### config.mk
export PLATFORM = sky130hd
export DESIGN_NAME = rv_multicycle_ctrl
export DESIGN_NICKNAME = d
export VERILOG_FILES = /design/src/rtl/rv_ctrl_pkg.sv /design/src/rtl/rv_ctrl_decode.sv /design/src/rtl/rv_multicycle_ctrl.sv
export SDC_FILE = /design/constraint.sdc
export NUM_CORES = 1
export LEC_CHECK = 0
export BUFFER_PORTS_ARGS = -buffer_cell sky130_fd_sc_hd__buf_4
export CAP_MARGIN = 30
export CORE_MARGIN = 1.5
export CORE_UTILIZATION = 40
export DETAILED_ROUTE_END_ITERATION = 16
export HOLD_SLACK_MARGIN = 0.12
export PLACE_DENSITY = 0.76
export RECOVER_POWER = 50
export SLEW_MARGIN = 25
export SYNTH_ARGS = -nofsm -noshare
export SYNTH_HDL_FRONTEND = slang
export SYNTH_HIERARCHICAL = 1
export SYNTH_SLANG_ARGS = --single-unit
### constraint.sdc
create_clock -name clk -period 1.45 [get_ports clk]
set_clock_uncertainty 0.05 [all_clocks]
set_input_delay 0.145 -clock clk [delete_from_list [all_inputs] [get_ports clk]]
set_output_delay 0.145 -clock clk [all_outputs]
set_load 0.01 [all_outputs]
### src/rtl/rv_ctrl_pkg.sv
// Shared encodings for the multi-cycle RV32I control unit: states, opcodes, selects.
// No logic of its own; constants and one helper function only.
// No flow control; consumers decode these combinationally.
package rv_ctrl_pkg;

    typedef enum logic [3:0] {
        S_IDLE    = 4'd0,
        S_IF      = 4'd1,
        S_ID      = 4'd2,
        S_EX_R    = 4'd3,
        S_EX_I    = 4'd4,
        S_WB_ALU  = 4'd5,
        S_EX_ADDR = 4'd6,
        S_MEM_RD  = 4'd7,
        S_WB_LD   = 4'd8,
        S_MEM_WR  = 4'd9,
        S_LUI     = 4'd10,
        S_EX_BR   = 4'd11,
        S_JAL     = 4'd12,
        S_HALT    = 4'd13,
        S_ERR     = 4'd14
    } state_t;

    typedef enum logic [3:0] {
        CL_R      = 4'd0,
        CL_I      = 4'd1,
        CL_LOAD   = 4'd2,
        CL_STORE  = 4'd3,
        CL_LUI    = 4'd4,
        CL_BRANCH = 4'd5,
        CL_JAL    = 4'd6,
        CL_SYSTEM = 4'd7,
        CL_ILL    = 4'd8
    } iclass_t;

    localparam logic [6:0] OP_R      = 7'b0110011;
    localparam logic [6:0] OP_I      = 7'b0010011;
    localparam logic [6:0] OP_LOAD   = 7'b0000011;
    localparam logic [6:0] OP_STORE  = 7'b0100011;
    localparam logic [6:0] OP_LUI    = 7'b0110111;
    localparam logic [6:0] OP_BRANCH = 7'b1100011;
    localparam logic [6:0] OP_JAL    = 7'b1101111;
    localparam logic [6:0] OP_SYSTEM = 7'b1110011;

    localparam logic [3:0] ALU_ADD = 4'b0000;
    localparam logic [3:0] ALU_SUB = 4'b1000;

    localparam logic [2:0] F3_BEQ = 3'b000;
    localparam logic [2:0] F3_BNE = 3'b001;
    localparam logic [2:0] F3_SRX = 3'b101;

    localparam logic [1:0] WD_ALU = 2'b00;
    localparam logic [1:0] WD_IMM = 2'b01;
    localparam logic [1:0] WD_MEM = 2'b10;
    localparam logic [1:0] WD_PC4 = 2'b11;

    localparam logic [1:0] PCS_PC4     = 2'b00;
    localparam logic [1:0] PCS_PC0_IMM = 2'b01;
    localparam logic [1:0] PCS_RS1_IMM = 2'b10;

    // Only beq/bne are resolved; every other branch funct3 falls through.
    function automatic logic branch_taken(input logic [2:0] f3, input logic zero);
        return ((f3 == F3_BEQ) && zero) || ((f3 == F3_BNE) && !zero);
    endfunction

endpackage

### src/rtl/rv_ctrl_decode.sv
// Opcode decode: maps IR[6:0] to the state that follows S_ID and an instruction class.
// Latency: purely combinational, zero cycles.
// No backpressure; the IR holds the opcode stable for the whole instruction.
module rv_ctrl_decode
    import rv_ctrl_pkg::*;
#(
    parameter bit ERR_STICKY = 1'b1
) (
    input  logic [6:0] opcode,
    output state_t     id_next,
    output iclass_t    iclass
);

    // Opcode lookup; unknown opcodes either park in S_ERR or are skipped.
    always_comb begin
        id_next = ERR_STICKY ? S_ERR : S_IF;
        iclass  = CL_ILL;
        case (opcode)
            OP_R:      begin id_next = S_EX_R;    iclass = CL_R;      end
            OP_I:      begin id_next = S_EX_I;    iclass = CL_I;      end
            OP_LOAD:   begin id_next = S_EX_ADDR; iclass = CL_LOAD;   end
            OP_STORE:  begin id_next = S_EX_ADDR; iclass = CL_STORE;  end
            OP_LUI:    begin id_next = S_LUI;     iclass = CL_LUI;    end
            OP_BRANCH: begin id_next = S_EX_BR;   iclass = CL_BRANCH; end
            OP_JAL:    begin id_next = S_JAL;     iclass = CL_JAL;    end
            OP_SYSTEM: begin id_next = S_HALT;    iclass = CL_SYSTEM; end
            default:   ;
        endcase
    end

endmodule

### src/rtl/rv_multicycle_ctrl.sv
// Moore control FSM walking RV32I instructions through IF/ID/EX/MEM/WB.
// Latency: 3-5 cycles per instruction (lui/branch/jal 3, ALU/sw 4, lw 5).
// No backpressure; run only gates leaving S_IDLE, HALT/ERR hold until reset.
module rv_multicycle_ctrl
    import rv_ctrl_pkg::*;
#(
    parameter bit RESET_TO_IDLE = 1'b1,
    parameter bit ERR_STICKY    = 1'b1
) (
    input  logic       clk,
    input  logic       rst_n,
    input  logic       run,
    input  logic [6:0] opcode,
    input  logic [2:0] funct3,
    input  logic       funct7_5,
    input  logic       zf,
    output logic       PC_Write,
    output logic       PC0_Write,
    output logic       IR_Write,
    output logic       Reg_Write,
    output logic       Mem_Write,
    output logic       rs2_imm_s,
    output logic [1:0] w_data_s,
    output logic [1:0] PC_s,
    output logic [3:0] ALU_OP,
    output logic       halted,
    output logic       err,
    output logic [3:0] state
);

    localparam state_t RST_STATE = RESET_TO_IDLE ? S_IDLE : S_IF;

    state_t     state_q;
    state_t     state_d;
    state_t     id_next;
    iclass_t    iclass;

    logic       pc_write_d;
    logic       pc0_write_d;
    logic       ir_write_d;
    logic       reg_write_d;
    logic       mem_write_d;
    logic       rs2_imm_s_d;
    logic [1:0] w_data_s_d;
    logic [1:0] pc_s_d;
    logic [3:0] alu_op_d;
    logic       halted_d;
    logic       err_d;

    rv_ctrl_decode #(
        .ERR_STICKY (ERR_STICKY)
    ) u_decode (
        .opcode  (opcode),
        .id_next (id_next),
        .iclass  (iclass)
    );

    // State register; an asynchronous reset aborts any instruction in flight.
    always_ff @(posedge clk or negedge rst_n) begin
        if (!rst_n) begin
            state_q <= RST_STATE;
        end else begin
            state_q <= state_d;
        end
    end

    // Next-state sequencing per instruction class.
    always_comb begin
        state_d = state_q;
        case (state_q)
            S_IDLE:    if (run) state_d = S_IF;
            S_IF:      state_d = S_ID;
            S_ID:      state_d = id_next;
            S_EX_R:    state_d = S_WB_ALU;
            S_EX_I:    state_d = S_WB_ALU;
            S_WB_ALU:  state_d = S_IF;
            S_EX_ADDR: state_d = (iclass == CL_STORE) ? S_MEM_WR : S_MEM_RD;
            S_MEM_RD:  state_d = S_WB_LD;
            S_WB_LD:   state_d = S_IF;
            S_MEM_WR:  state_d = S_IF;
            S_LUI:     state_d = S_IF;
            S_EX_BR:   state_d = S_IF;
            S_JAL:     state_d = S_IF;
            S_HALT:    state_d = S_HALT;
            S_ERR:     state_d = S_ERR;
            default:   state_d = RST_STATE;
        endcase
    end

    // Moore output decode; only branch PC_Write (zf) and ALU_OP (IR fields) look past the state.
    always_comb begin
        pc_write_d  = 1'b0;
        pc0_write_d = 1'b0;
        ir_write_d  = 1'b0;
        reg_write_d = 1'b0;
        mem_write_d = 1'b0;
        rs2_imm_s_d = 1'b0;
        w_data_s_d  = WD_ALU;
        pc_s_d      = PCS_PC4;
        alu_op_d    = ALU_ADD;
        halted_d    = 1'b0;
        err_d       = 1'b0;
        case (state_q)
            S_IF: begin
                ir_write_d  = 1'b1;
                pc_write_d  = 1'b1;
                pc0_write_d = 1'b1;
                pc_s_d      = PCS_PC4;
            end
            S_EX_R: begin
                rs2_imm_s_d = 1'b0;
                alu_op_d    = {funct7_5, funct3};
            end
            S_EX_I: begin
                // IR[30] is an immediate bit except on shift-right, where it picks srai.
                rs2_imm_s_d = 1'b1;
                alu_op_d    = (funct3 == F3_SRX) ? {funct7_5, funct3} : {1'b0, funct3};
            end
            S_WB_ALU: begin
                reg_write_d = 1'b1;
                w_data_s_d  = WD_ALU;
            end
            S_EX_ADDR: begin
                rs2_imm_s_d = 1'b1;
                alu_op_d    = ALU_ADD;
            end
            S_WB_LD: begin
                reg_write_d = 1'b1;
                w_data_s_d  = WD_MEM;
            end
            S_MEM_WR: begin
                mem_write_d = 1'b1;
            end
            S_LUI: begin
                reg_write_d = 1'b1;
                w_data_s_d  = WD_IMM;
            end
            S_EX_BR: begin
                rs2_imm_s_d = 1'b0;
                alu_op_d    = ALU_SUB;
                pc_s_d      = PCS_PC0_IMM;
                pc_write_d  = branch_taken(funct3, zf);
            end
            S_JAL: begin
                reg_write_d = 1'b1;
                w_data_s_d  = WD_PC4;
                pc_write_d  = 1'b1;
                pc_s_d      = PCS_PC0_IMM;
            end
            S_HALT: halted_d = 1'b1;
            S_ERR:  err_d    = 1'b1;
            default: ;
        endcase
    end

    // Outputs are forced quiet while reset is held, even when reset parks the FSM in S_IF.
    assign PC_Write  = rst_n & pc_write_d;
    assign PC0_Write = rst_n & pc0_write_d;
    assign IR_Write  = rst_n & ir_write_d;
    assign Reg_Write = rst_n & reg_write_d;
    assign Mem_Write = rst_n & mem_write_d;
    assign rs2_imm_s = rst_n & rs2_imm_s_d;
    assign w_data_s  = rst_n ? w_data_s_d : 2'b00;
    assign PC_s      = rst_n ? pc_s_d     : 2'b00;
    assign ALU_OP    = rst_n ? alu_op_d   : 4'b0000;
    assign halted    = rst_n & halted_d;
    assign err       = rst_n & err_d;
    assign state     = state_q;

endmodule
Yosys cells after proc, flatten, opt, wreduce, memory -nomap -nowiden
Index checks and enable logic that the tools add are counted.
{"block": "classes", "eq_ne": 26, "n_mux": 19, "bitwise_logic": 7, "reduce_logical": 13}
{"operator": "case mux 4 bit (9 select lines)", "n": 1}
{"operator": "case mux 4 bit (8 select lines)", "n": 1}
{"operator": "== test 4 bit, second input constant", "n": 7}
{"operator": "case mux 4 bit (7 select lines)", "n": 1}
{"operator": "== test 7 x 6 -> 1 bit, second input constant", "n": 3}
{"operator": "== test 7 bit, second input constant", "n": 3}
{"operator": "== test 4 x 3 -> 1 bit, second input constant", "n": 4}
{"operator": "2-to-1 mux 4 bit", "n": 4}
{"operator": "== test 4 x 2 -> 1 bit, second input constant", "n": 3}
{"operator": "case mux 4 bit (3 select lines)", "n": 1}
{"operator": "OR reduction 2 bit", "n": 5}
{"operator": "AND 1 bit", "n": 7}
{"operator": "== test 7 x 2 -> 1 bit, second input constant", "n": 1}
{"operator": "== test 7 x 5 -> 1 bit, second input constant", "n": 1}
{"operator": "2-to-1 mux 1 bit", "n": 7}
{"operator": "case mux 2 bit (3 select lines)", "n": 1}
{"operator": "OR reduction 6 bit", "n": 1}
{"operator": "== test 4 x 1 -> 1 bit, second input constant", "n": 1}
{"operator": "zero test 4 bit", "n": 1}
{"operator": "2-to-1 mux 2 bit", "n": 2}
{"operator": "OR reduction 4 bit", "n": 1}
{"operator": "== test 3 x 1 -> 1 bit, second input constant", "n": 1}
{"operator": "== test 3 bit, second input constant", "n": 1}
{"operator": "zero test 3 bit", "n": 1}
{"operator": "other kinds (5)", "n": 6}
{"block": "word_totals", "register_bits": 4, "input_bits": 15, "output_inout_bits": 20, "wordCells": 66}

Logic depth before layout (Yosys ltp)
Gate-level depths: netlist of run 1.
{"block": "depth", "word_depth": 5, "ltp_mapped": 6, "depth_no_buf": 6}

By module
Netlist of run 1, hierarchy kept.
{"mod": "rv_multicycle_ctrl", "instances": 1, "cells_each": 69, "area_per_inst_um2": 510.5, "seq_area_each_um2": 100.1}
{"mod": "rv_ctrl_decode", "instances": 1, "cells_each": 29, "area_per_inst_um2": 160.2, "seq_area_each_um2": 0.0}

Worst setup path after synthesis of run 1
No wires, ideal clock.
{"block": "synth_timing", "path_type": "register to output", "start": "register state_q[0], in the netlist state[0]", "end": "output ALU_OP[3]", "arrival_ns": 1.199, "required_time_ns": 1.255, "path_slack_ns": 0.056, "stages_incl_launch_ff": 5, "path_buffers": 1, "path_cell_list": "dfrtp_1 buf_2 nor4b_2 a31oi_1 nor3b_2"}
{"block": "synth_via", "elab_chain_cells": 3, "word_cells_on_any_way": 5, "classes_between": "eq/ne (3); mux (2)"}
{"element": "start, declared", "line_no": "rv_multicycle_ctrl.sv:33", "text": "state_t state_q;"}
{"element": "start signal, assigned", "line_no": "rv_multicycle_ctrl.sv:63", "text": "state_q <= state_d;"}
{"element": "== test 4 bit, or another cell as far along", "line_no": "rv_multicycle_ctrl.sv:103", "text": "case (state_q)"}
{"element": "case mux 4 bit (3 select lines) (*)", "line_no": "rv_multicycle_ctrl.sv:103"}
{"element": "2-to-1 mux 4 bit (*)", "line_no": "rv_multicycle_ctrl.sv:165", "text": "assign ALU_OP = rst_n ? alu_op_d : 4'b0000;"}
{"element": "end, declared", "line_no": "rv_multicycle_ctrl.sv:25", "text": "output logic [3:0] ALU_OP,"}
Every way passes the cells marked *; elsewhere a longest branch is shown, timed or not.

Worst setup path after layout of run 1
{"block": "layout_timing", "start": "register state_q[0], in the netlist state[0]", "end": "output Reg_Write"}
{"block": "layout_via", "elab_chain_cells": 4, "word_cells_on_any_way": 7, "classes_between": "eq/ne (4); mux (1); bitwise (1); reduce/logical (1)"}
{"element": "== test 4 bit / == test 4 x 3 -> 1 bit (equally long branches)", "line_no": "rv_multicycle_ctrl.sv:103"}
{"element": "OR reduction 4 bit (no source line) (*)"}
{"element": "2-to-1 mux 1 bit (*)", "line_no": "rv_multicycle_ctrl.sv:103"}
{"element": "AND 1 bit (*)", "line_no": "rv_multicycle_ctrl.sv:160", "text": "assign Reg_Write = rst_n & reg_write_d;"}
{"element": "end, declared", "line_no": "rv_multicycle_ctrl.sv:20", "text": "output logic Reg_Write,"}
Marks and branches as above.

==> flow_metrics.tcl, run 1 <==
set metrics [dict create \
    clockPowerShare_pct 7.1 \
    dp.cells 162 \
    clock-root-buffer "clkbuf_4" \
    seq_area_frac_synth_pct 14.93 \
    synth.cells.most_frequent "nand2_1, a21oi_1, nor2_1, nand3_1" \
    clk_path_buf_depth 2 \
    drc 0 \
    portBuffers 33 \
    power_frac_seq_pct 12.3 \
    setup_ws_ps -232.1 \
    clock_latency_ps 230 \
    pwr-share-comb_pct 80.5 \
    largest_reg_flops 4 \
    r2r_slack_ps -60 \
    synthArstFlopShare_pct 100.0 \
    cts_tree "yes" \
    synthTopCellsByArea "dfrtp_1, a21oi_1, nand2_1" \
    insertedDiodeCount 0 \
    worstPathRequired_ps 1250 \
    period_share_pct 116.0 \
    setup.worst_path.start_class "flop" \
    p_sw_uw 827.5 \
    io_pins 35 \
    htree_levels 1 \
    rsz0062_at_grt "yes" \
    drtIter0Drc 32 \
    synthAdderAreaFrac_pct 0 \
    r2r_cells 5 \
    drv_slew 0 \
    min_period_ps 1682 \
    ant_nets 0 \
    postSynthAreaPerCell_um2 6.843 \
    synth_area_um2 670.6 \
    r2r-end "state[0]$_DFFE_PN0P_" \
    yosys-mux-area-fraction_pct 0 \
    yosysMostFrequentCell "nand2_1" \
    setup_violations 15 \
    die-height_um 43.95 \
    grt_first_pass_wirelength_mm 4.002 \
    hp-start "run" \
    cp-end-kind "primary output" \
    fmax_ghz 0.5945 \
    crit_type "flop to primary output" \
    ys_warn_count 6 \
    outcome "finished, violations left" \
    synth_top_family_by_area "simple AND/OR/NAND/NOR gates" \
    die_w_um 43.95 \
    route.vias.total 1023 \
    gp_congestion 0.8989 \
    p_leak_uw 0.0005857 \
    ys_seq_elements 4 \
    die_area_um2 1931 \
    firstDrtPassIters 4 \
    r2r-start "state[0]$_DFFE_PN0P_" \
    ir_drop_v 0.001070 \
    synth_nets 113 \
    synth_top_flop_cell "dfrtp_1" \
    p_per_area_nw_per_um2 1415 \
    path_clk_slew_ps 30 \
    antenna_found_initial 0 \
    violations "setup timing" \
    synth-edff-count 0 \
    synth-xor-area-share_pct 2.612 \
    synth_compound_area_share_pct 23.88 \
    rows 14 \
    grt_max_degree 10 \
    synth_cells 98 \
    fin_cells 174 \
    yosys.area_share.simple_pct 49.63 \
    worstSetupStartpoint "state[0]$_DFFE_PN0P_" \
    path_max_fanout 5 \
    internal_power_uw 1020 \
    gr-total-overflow 0 \
    floorplan.initialDensity_pct 43.51 \
    yosysTopAreaCellShare_pct 14.93 \
    cts_made_buffers 3 \
    core_um2 1541 \
    cts.sinks 4 \
    post-dp-hpwl_mm 1.701 \
    drive_gt1_share_pct 58.86 \
    hold_viol_final 0 \
    synth_top_area_cell "dfrtp_1" \
    hold_class "primary input to flop" \
    worstSetupEndpoint "Reg_Write" \
    max_cap_violations 0 \
    layout-area-overhead-vs-synth_pct 94.78 \
    arrival_ps 1490 \
    p_sw_share_pct 44.78 \
    track_usage_pct 27.25 \
    grt_pass1_vias 934 \
    pre_cts_ws_ps -175.1 \
    vias_per_cell 5.879 \
    routed_wl_mm 2.783 \
    wl_per_cell_um 15.99 \
    nNetsFinal 175 \
    synth_cell_types 40 \
]
==> routing by layer <==
metal  global-route usage, %  wire (um)  vias to the layer above
met3                   5.417        185                       16
met2                   48.82       1424                       58
li1                        -          -                      475
met1                   30.65       1089                      474
met5                       0          0                        -
met4                   12.12         83                        0
==> critical path, cell delays in order (launching register included) <==
cell,delay (ps)
dfrtp_1,380
buf_6,140
buf_6,120
and2b_2,230
a32oi_2,160
nor2b_1,80
buf_4,140
==> power by group through the flow <==
stage               Sequential (uW)  Clock [uW]  Combinational (uW)
detailed placement              236           0                 990
floorplan                       227           0                 552
global route                    234         148                1580
global placement                234           0                 967
CTS                             224         133                1300
finish                          228         132                1490
==> cells by family after synthesis <==
kind of cell,count (synthesis)
buffers and inverters,10
flip-flops,4
other,1
XOR/XNOR,2
AND/OR/NAND/NOR,56
AO/OA/AOI/OAI,25
==> how the worst min path moves through the flow <==
stage / end / slack [ps] / cells after the start
2_1_floorplan: state[0]$_DFFE_PN0P_ / -200 / 0
3_3_place_gp: state[0]$_DFFE_PN0P_ / -80 / 1
3_5_place_dp: state[0]$_DFFE_PN0P_ / -70 / 1
4_1_cts: state[0]$_DFFE_PN0P_ / 150 / 3
5_1_grt: state[0]$_DFFE_PN0P_ / 200 / 3
6_report: state[0]$_DFFE_PN0P_ / 180 / 3
==> through the flow <==
stage	power [uW]	TNS, ps	hold slack [ps]	utilization (%)	instance area, um2
4_1_cts	1660	-1585	153.1	79.14	1220
3_3_place_gp	1201	-176.9	-77.86	68.43	1055
5_1_grt	1959	-3241	204.7	84.74	1306
6_report	1848	-2305	179.7	84.74	1306
2_1_floorplan	779.2	0	-200.6	-	670.6
3_5_place_dp	1226	-389.5	-74.53	68.43	1055
==> repair_timing <==
action                                  CTS  global route
endpoints found under the hold margin     4             0
endpoints found under the setup margin   14            19
gates resized for setup                  25            15
setup buffers                             7             2
pin swaps                                11            12
hold buffers                              1             0
==> cell usage in the layout, fill, tap and decap left out, types with 2 or more instances in the layout <==
| cell type | netlist | layout |
|---|---|---|
| a21oi_1 | 9 | 6 |
| o211ai_1 | 3 | 3 |
| buf_6 | 1 | 8 |
| a21oi_2 | 1 | 3 |
| buf_4 | 2 | 53 |
| nor2b_1 | 2 | 2 |
| o21ai_0 | 3 | 3 |
| clkbuf_4 | 0 | 3 |
| and2_1 | 4 | 4 |
| nand2_2 | 0 | 3 |
| nor2_1 | 9 | 7 |
| nand2_1 | 10 | 7 |
| dfrtp_2 | 0 | 3 |
| nand3_1 | 6 | 5 |
| nor3b_2 | 1 | 2 |
| nand4b_1 | 2 | 2 |
| nand3b_1 | 2 | 2 |
| nor3_2 | 0 | 2 |
| and2b_2 | 0 | 3 |
| inv_1 | 4 | 3 |
| nand2b_1 | 2 | 2 |
==> layout make-up <==
class / instances / area, um2
sequential: 4 / 103.9
multi-input combinational: 84 / 643.1
inverter: 4 / 15.01
timing repair buffer: 63 / 501.7
clock buffer: 3 / 22.52
tap: 16 / 20.02
fill: 95 / 235.2
No activity file was read; power rests on OpenSTA's default activity.
==> run 2: changes to the inputs <==
--- a/config.mk
+++ b/config.mk
@@ -8,10 +8,10 @@
 export BUFFER_PORTS_ARGS = -buffer_cell sky130_fd_sc_hd__buf_4
 export CAP_MARGIN = 30
 export CORE_MARGIN = 1.5
-export CORE_UTILIZATION = 40
+export CORE_UTILIZATION = 44
 export DETAILED_ROUTE_END_ITERATION = 16
 export HOLD_SLACK_MARGIN = 0.12
-export PLACE_DENSITY = 0.76
+export PLACE_DENSITY = 0.82
 export RECOVER_POWER = 50
 export SLEW_MARGIN = 25
 export SYNTH_ARGS = -nofsm -noshare
==> flow_metrics.tcl, run 2 <==
set metrics [dict create \
    ys_seq_elements 4 \
    synth_area_um2 670.6 \
    haltStage "global routing" \
    postSynthAreaPerCell_um2 6.843 \
    yosysTopAreaCellShare_pct 14.93 \
    cts_made_buffers 3 \
    synth_top_area_cell "dfrtp_1" \
    clk_path_buf_depth 2 \
    error "[ERROR DPL-0038] Utilization greater than 100%, impossible to legalize" \
    ys_warn_count 6 \
    worstEpCategory "output port" \
    synth_cell_types 40 \
    io_pins 35 \
    synth.cells.most_frequent "nand2_1, a21oi_1, nor2_1, nand3_1" \
    synth_cells 98 \
    floorplan.initialDensity_pct 49.08 \
    die-height_um 42.04 \
    gp_congestion 0.8803 \
    outcome "stopped before the end" \
    portBuffers 33 \
    synthTopCellsByArea "dfrtp_1, a21oi_1, nand2_1" \
    synthArstFlopShare_pct 100.0 \
    seq_area_frac_synth_pct 14.93 \
    synth-edff-count 0 \
    post-dp-hpwl_mm 1.664 \
    cts.sinks 4 \
    placed_cell_area_um2 1061 \
    worst_endpoint "ALU_OP[1]" \
    htree_levels 1 \
    grt_max_degree 13 \
    synth_top_flop_cell "dfrtp_1" \
    synth_nets 113 \
    die_w_um 42.04 \
    dp.cells 162 \
    yosysMostFrequentCell "nand2_1" \
    clock-root-buffer "clkbuf_4" \
    rows 13 \
]
-- run 2: cell counts after synthesis --
No cell type changed its count.
-- run 2: cells by family after synthesis --
family | Yosys count | synth area share [%]
flip-flops | 4 | 14.93
AO/OA/AOI/OAI | 25 | 23.88
XOR/XNOR | 2 | 2.612
buffers and inverters | 10 | 8.393
AND/OR/NAND/NOR | 56 | 49.63
other | 1 | 0.5592
-- run 2: through the flow --
step	setup slack [ps]	hold WS, ps
after CTS	-235.5	138.0
after detailed placement	-165.8	-72.81
after global placement	-98.43	-75.67
after floorplan	56.03	-200.6
-- run 2: timing repair --
action,in CTS
setup endpoints to repair,15
resized for setup,20
buffers inserted,8
hold buffers,1
pin swaps,6
endpoints found under the hold margin,4
==> run 3: changes to the inputs <==
--- a/config.mk
+++ b/config.mk
@@ -7,11 +7,10 @@
 export LEC_CHECK = 0
 export BUFFER_PORTS_ARGS = -buffer_cell sky130_fd_sc_hd__buf_4
 export CAP_MARGIN = 30
-export CORE_MARGIN = 1.5
-export CORE_UTILIZATION = 44
+export CORE_AREA = 2 2 63 65
 export DETAILED_ROUTE_END_ITERATION = 16
-export HOLD_SLACK_MARGIN = 0.12
-export PLACE_DENSITY = 0.82
+export DIE_AREA = 0 0 65 67
+export PLACE_DENSITY_LB_ADDON = 0.15
 export RECOVER_POWER = 50
 export SLEW_MARGIN = 25
 export SYNTH_ARGS = -nofsm -noshare
==> flow_metrics.tcl, run 3 (synthesis gave the netlist of run 1 again) <==
set metrics [dict create \
    die-height_um 67 \
    vias_per_cell 4.595 \
    drc 0 \
    ant_nets 0 \
    min_period_ps 1646 \
    post-dp-hpwl_mm 1.846 \
    fin_cells 205 \
    route.vias.total 942 \
    most-common-layout-cells "buf_4, nand2_1, a21oi_1, nor2_1, buf_6" \
    track_usage_pct 11.23 \
    cts_tree "yes" \
    io_pins 35 \
    r2r_slack_ps -10 \
    dp.cells 195 \
    crit_family "simple AND/OR/NAND/NOR gates" \
    setup_ws_ps -195.5 \
    largest_reg_flops 4 \
    crit_type "flop to primary output" \
    dr.max_layer_used "met4" \
    met1Wirelength_mm 1.035 \
    setup_violations 14 \
    path_max_fanout 5 \
    clock-root-buffer "clkbuf_8" \
    die_w_um 65 \
    arrival_ps 1450 \
    route.met2.wl_mm 1.150 \
    drtIter0Drc 40 \
    grt_first_pass_wirelength_mm 3.822 \
    layout-area-overhead-vs-synth_pct 93.28 \
    clk_path_buf_depth 2 \
    cp-end-kind "primary output" \
    gr-total-overflow 0 \
    rows 22 \
    crit_path_max_incr_delay_ps 430 \
    max_cap_violations 0 \
    drive_gt1_share_pct 52.87 \
    insertedDiodeCount 0 \
    layout_commonest_cell "buf_4" \
    grt_max_degree 10 \
    wl_per_cell_um 11.41 \
    utilization_pct 35.95 \
    grt_pass1_vias 888 \
    firstDrtPassIters 4 \
    cts_made_buffers 3 \
    n_fill_cell 381 \
    hold_class "primary input to flop" \
    setup.worst_path.start_class "flop" \
    p_per_area_nw_per_um2 1373 \
    routed_wl_mm 2.340 \
    power.total_uw 1779 \
    antenna_found_initial 0 \
    die_area_um2 4355 \
    ir_drop_v 0.0003008 \
    critPathBufInv 1 \
    violations "setup timing" \
    gp_congestion 0.7967 \
    floorplan.initialDensity_pct 18.60 \
    hold_viol_final 0 \
    fmax_ghz 0.6077 \
    portBuffers 33 \
    met3_wirelength_um 122 \
    outcome "finished, violations left" \
    period_share_pct 113.5 \
    clock_latency_ps 220 \
    nNetsFinal 174 \
    core_um2 3606 \
    holdWs_ps 171.9 \
    cpMaxStageDelayCell "dfrtp_2" \
    path_cells "or3b_4 -> a21oi_4 -> and2_1 -> buf_4" \
    setup_tns_ps -1744 \
    htree_levels 1 \
    path_clk_slew_ps 30 \
    drv_slew 0 \
    cts.sinks 4 \
    worstPathRequired_ps 1250 \
    rsz0062_at_grt "yes" \
    p_leak_uw 0.0005869 \
]
-- run 3: final cells by class --
class                      instances  area (um2)  share of cell area, %
clock buffer                       3       41.29                  3.185
inverter                           4       15.01                  1.158
multi-input combinational         84       586.8                  45.27
sequential                         4       102.6                  7.915
tap                               48       60.06                  4.633
timing repair buffer              62       490.5                  37.84
-- run 3: through the flow --
| stage | setup slack (ps) | area (um2) |
|---|---|---|
| CTS | -211.3 | 1211 |
| detailed placement | -84.69 | 1102 |
| finish | -195.5 | 1296 |
| global placement | -73.83 | 1102 |
| floorplan | 56.03 | 670.6 |
| global route | -258.6 | 1296 |
-- run 3: layer usage --
metal	global-route usage (%)	vias up
met2	20.23	36
met4	5.585	0
li1	-	474
met1	13.13	429
met3	1.182	3
met5	0	-
-- run 3: worst paths after layout --
path                                      startpoint                    to  cells past startpoint
worst max-delay path            state[0]$_DFFE_PN0P_             ALU_OP[2]                      4
worst min register to register  state[3]$_DFFE_PN0P_  state[1]$_DFFE_PN0P_                      2
worst max register to register  state[0]$_DFFE_PN0P_  state[0]$_DFFE_PN0P_                      4
max in group asynchronous                      rst_n  state[0]$_DFFE_PN0P_                      2
min in group asynchronous                      rst_n  state[2]$_DFFE_PN0P_                      2
worst min-delay path                             run  state[0]$_DFFE_PN0P_                      3
-- run 3: repair_timing --
item / CTS / global route
hold buffers: 1 / 0
hold endpoints to repair: 4 / 0
buffers inserted: 4 / 2
resized for setup: 10 / 14
endpoints found under the setup margin: 15 / 19
pin swaps: 4 / 2
cloned: 0 / 0
-- run 3: power breakdown --
group	total [uW]	switching, uW	leakage (uW)	internal [uW]
sequential	228	62.4	0.0000475	166
clock	232	55.2	0.0000216	177
combinational	1320	616	0.000518	704
-- run 3: worst reg2reg max path: cells and delay by family (launching register included) --
family          cells  cell delay, ps
compound gates      2             200
buf+inv             1             180
flops               1             430
simple gates        1             480
==> run 4: changes to the inputs <==
--- a/config.mk
+++ b/config.mk
@@ -10,8 +10,10 @@
 export CORE_AREA = 2 2 63 65
 export DETAILED_ROUTE_END_ITERATION = 16
 export DIE_AREA = 0 0 65 67
+export GPL_ROUTABILITY_DRIVEN = 0
 export PLACE_DENSITY_LB_ADDON = 0.15
 export RECOVER_POWER = 50
+export SKIP_CTS_REPAIR_TIMING = 1
 export SLEW_MARGIN = 25
 export SYNTH_ARGS = -nofsm -noshare
 export SYNTH_HDL_FRONTEND = slang
==> constraint.sdc (replaced) <==
create_clock -name clk -period 2 [get_ports clk]
set_clock_uncertainty 0.05 [all_clocks]
set_input_delay 0.2 -clock clk [delete_from_list [all_inputs] [get_ports clk]]
set_output_delay 0.2 -clock clk [all_outputs]
set_load 0.01 [all_outputs]
==> flow_metrics.tcl, run 4 (synthesis gave the netlist of run 1 again) <==
set metrics [dict create \
    antenna_found_initial 0 \
    path_cells "or3b_1 -> a21oi_2 -> and2_1 -> buf_4" \
    cts_tree "yes" \
    min_period_ps 1861 \
    cpMaxStageDelayCell "dfrtp_1" \
    die_w_um 65 \
    hold_class "primary input to flop" \
    firstDrtPassIters 4 \
    worstPathRequired_ps 1750 \
    crit_type "flop to primary output" \
    ir_drop_v 0.0001919 \
    setup_tns_ps 0 \
    fmax_ghz 0.5374 \
    path_clk_slew_ps 30 \
    floorplan.initialDensity_pct 18.60 \
    layout_commonest_cell "buf_4" \
    dp.cells 175 \
    grt.busiest_layer "met2" \
    ant_nets 0 \
    wl_per_cell_um 11.35 \
    p_per_area_nw_per_um2 947.6 \
    post-dp-hpwl_mm 1.573 \
    n_fill_cell 422 \
    use_met1_pct 13.64 \
    insertedDiodeCount 0 \
    portBuffers 33 \
    multiInputGateArea_um2 514.2 \
    regArea_um2 100.1 \
    clk_path_buf_depth 2 \
    htree_levels 1 \
    grt_pass1_vias 709 \
    drv_slew 0 \
    vias_per_cell 4.631 \
    die-height_um 67 \
    grt_first_pass_wirelength_mm 3.367 \
    routed_wl_mm 2.031 \
    layout-area-overhead-vs-synth_pct 45.15 \
    route.vias.total 829 \
    grt_use_met3_pct 1.689 \
    drc 0 \
    nNetsFinal 148 \
    clock_latency_ps 210 \
    met2_usage_pct 14.82 \
    setup.worst_path.start_class "flop" \
    path_max_fanout 14 \
    io_pins 35 \
    drtIter0Drc 50 \
    cts_made_buffers 3 \
    grt_max_degree 15 \
    pre_cts_ws_ps 270.7 \
    outcome "completed" \
    clock-root-buffer "clkbuf_8" \
    cts.sinks 4 \
    crit_path_max_incr_delay_ps 520 \
    most-common-layout-cells "buf_4, nand2_1, nor2_1, a21oi_1, clkbuf_1" \
    rsz0062_at_grt "no" \
    gr-total-overflow 0 \
    track_usage_pct 10.01 \
    arrival_ps 1610 \
    rows 22 \
    drive_gt1_share_pct 25.19 \
    core_um2 3606 \
    fin_cells 179 \
    period_share_pct 93.05 \
    max_cap_violations 0 \
    hold_viol_final 0 \
    setup_violations 0 \
    cp-end-kind "primary output" \
    setup_ws_ps 139.0 \
    die_area_um2 4355 \
    largest_reg_flops 4 \
    p_leak_uw 0.0004141 \
    power.total_uw 922.4 \
]
-- run 4: cell types whose count changed in the layout (fill, tap and decap cells not counted), moves of 2 or more --
cell      previous run  this run
and2_1               2         4
and2_4               2         0
and2b_1              1         4
and2b_2              3         0
buf_4               55        27
buf_6                6         0
clkbuf_1             0         8
dfrtp_1              2         4
dfrtp_2              2         0
nor3_1               1         3
nor3_2               2         0
-- run 4: final timing paths --
kind,start,to,slack [ps],depth (start not counted)
min,run,state[0]$_DFFE_PN0P_,240,3
min in group asynchronous,rst_n,state[1]$_DFFE_PN0P_,310,2
max,state[1]$_DFFE_PN0P_,ALU_OP[1],140,4
max reg2reg,state[2]$_DFFE_PN0P_,state[0]$_DFFE_PN0P_,390,4
min reg2reg,state[3]$_DFFE_PN0P_,state[1]$_DFFE_PN0P_,750,1
max in group asynchronous,rst_n,state[0]$_DFFE_PN0P_,1460,2
-- run 4: power breakdown --
group          total [uW]  switching, uW  internal (uW)
Sequential            206           89.8            116
Clock                 167           38.5            128
Combinational         550            304            246
Total                 922            433            490
-- run 4: area by class of cell --
cell class	instances	area share (%)
timing repair buffer	36	24.94
clock buffer	3	4.242
multi-input combinational	84	52.83
inverter	4	1.542
sequential	4	10.28
tap	48	6.170
-- run 4: metrics by stage --
stage	utilization (%)	hold slack, ps	instance area, um2
5_1_grt	27.00	266.0	973.4
6_report	27.00	243.9	973.4
3_3_place_gp	26.41	-20.35	952.2
4_1_cts	27.55	-245.8	993.5
3_5_place_dp	26.41	-20.62	952.2
2_1_floorplan	-	-145.6	670.6
-- run 4: critical path, delay by kind of cell (launching register included) --
| family | cells | cell delay, ps |
|---|---|---|
| AND/OR/NAND/NOR | 2 | 600 |
| AO/OA/AOI/OAI | 1 | 160 |
| buffers and inverters | 1 | 110 |
| flip-flops | 1 | 520 |
-- run 4: routing by layer --
metal  wire, um  part of all wire, %  vias to the layer above
met5          0                    0                        -
met4          0                    0                        0
met3        164                  8.1                        0
met2        859                   42                       39
met1       1007                   50                      370
li1           -                    -                      420
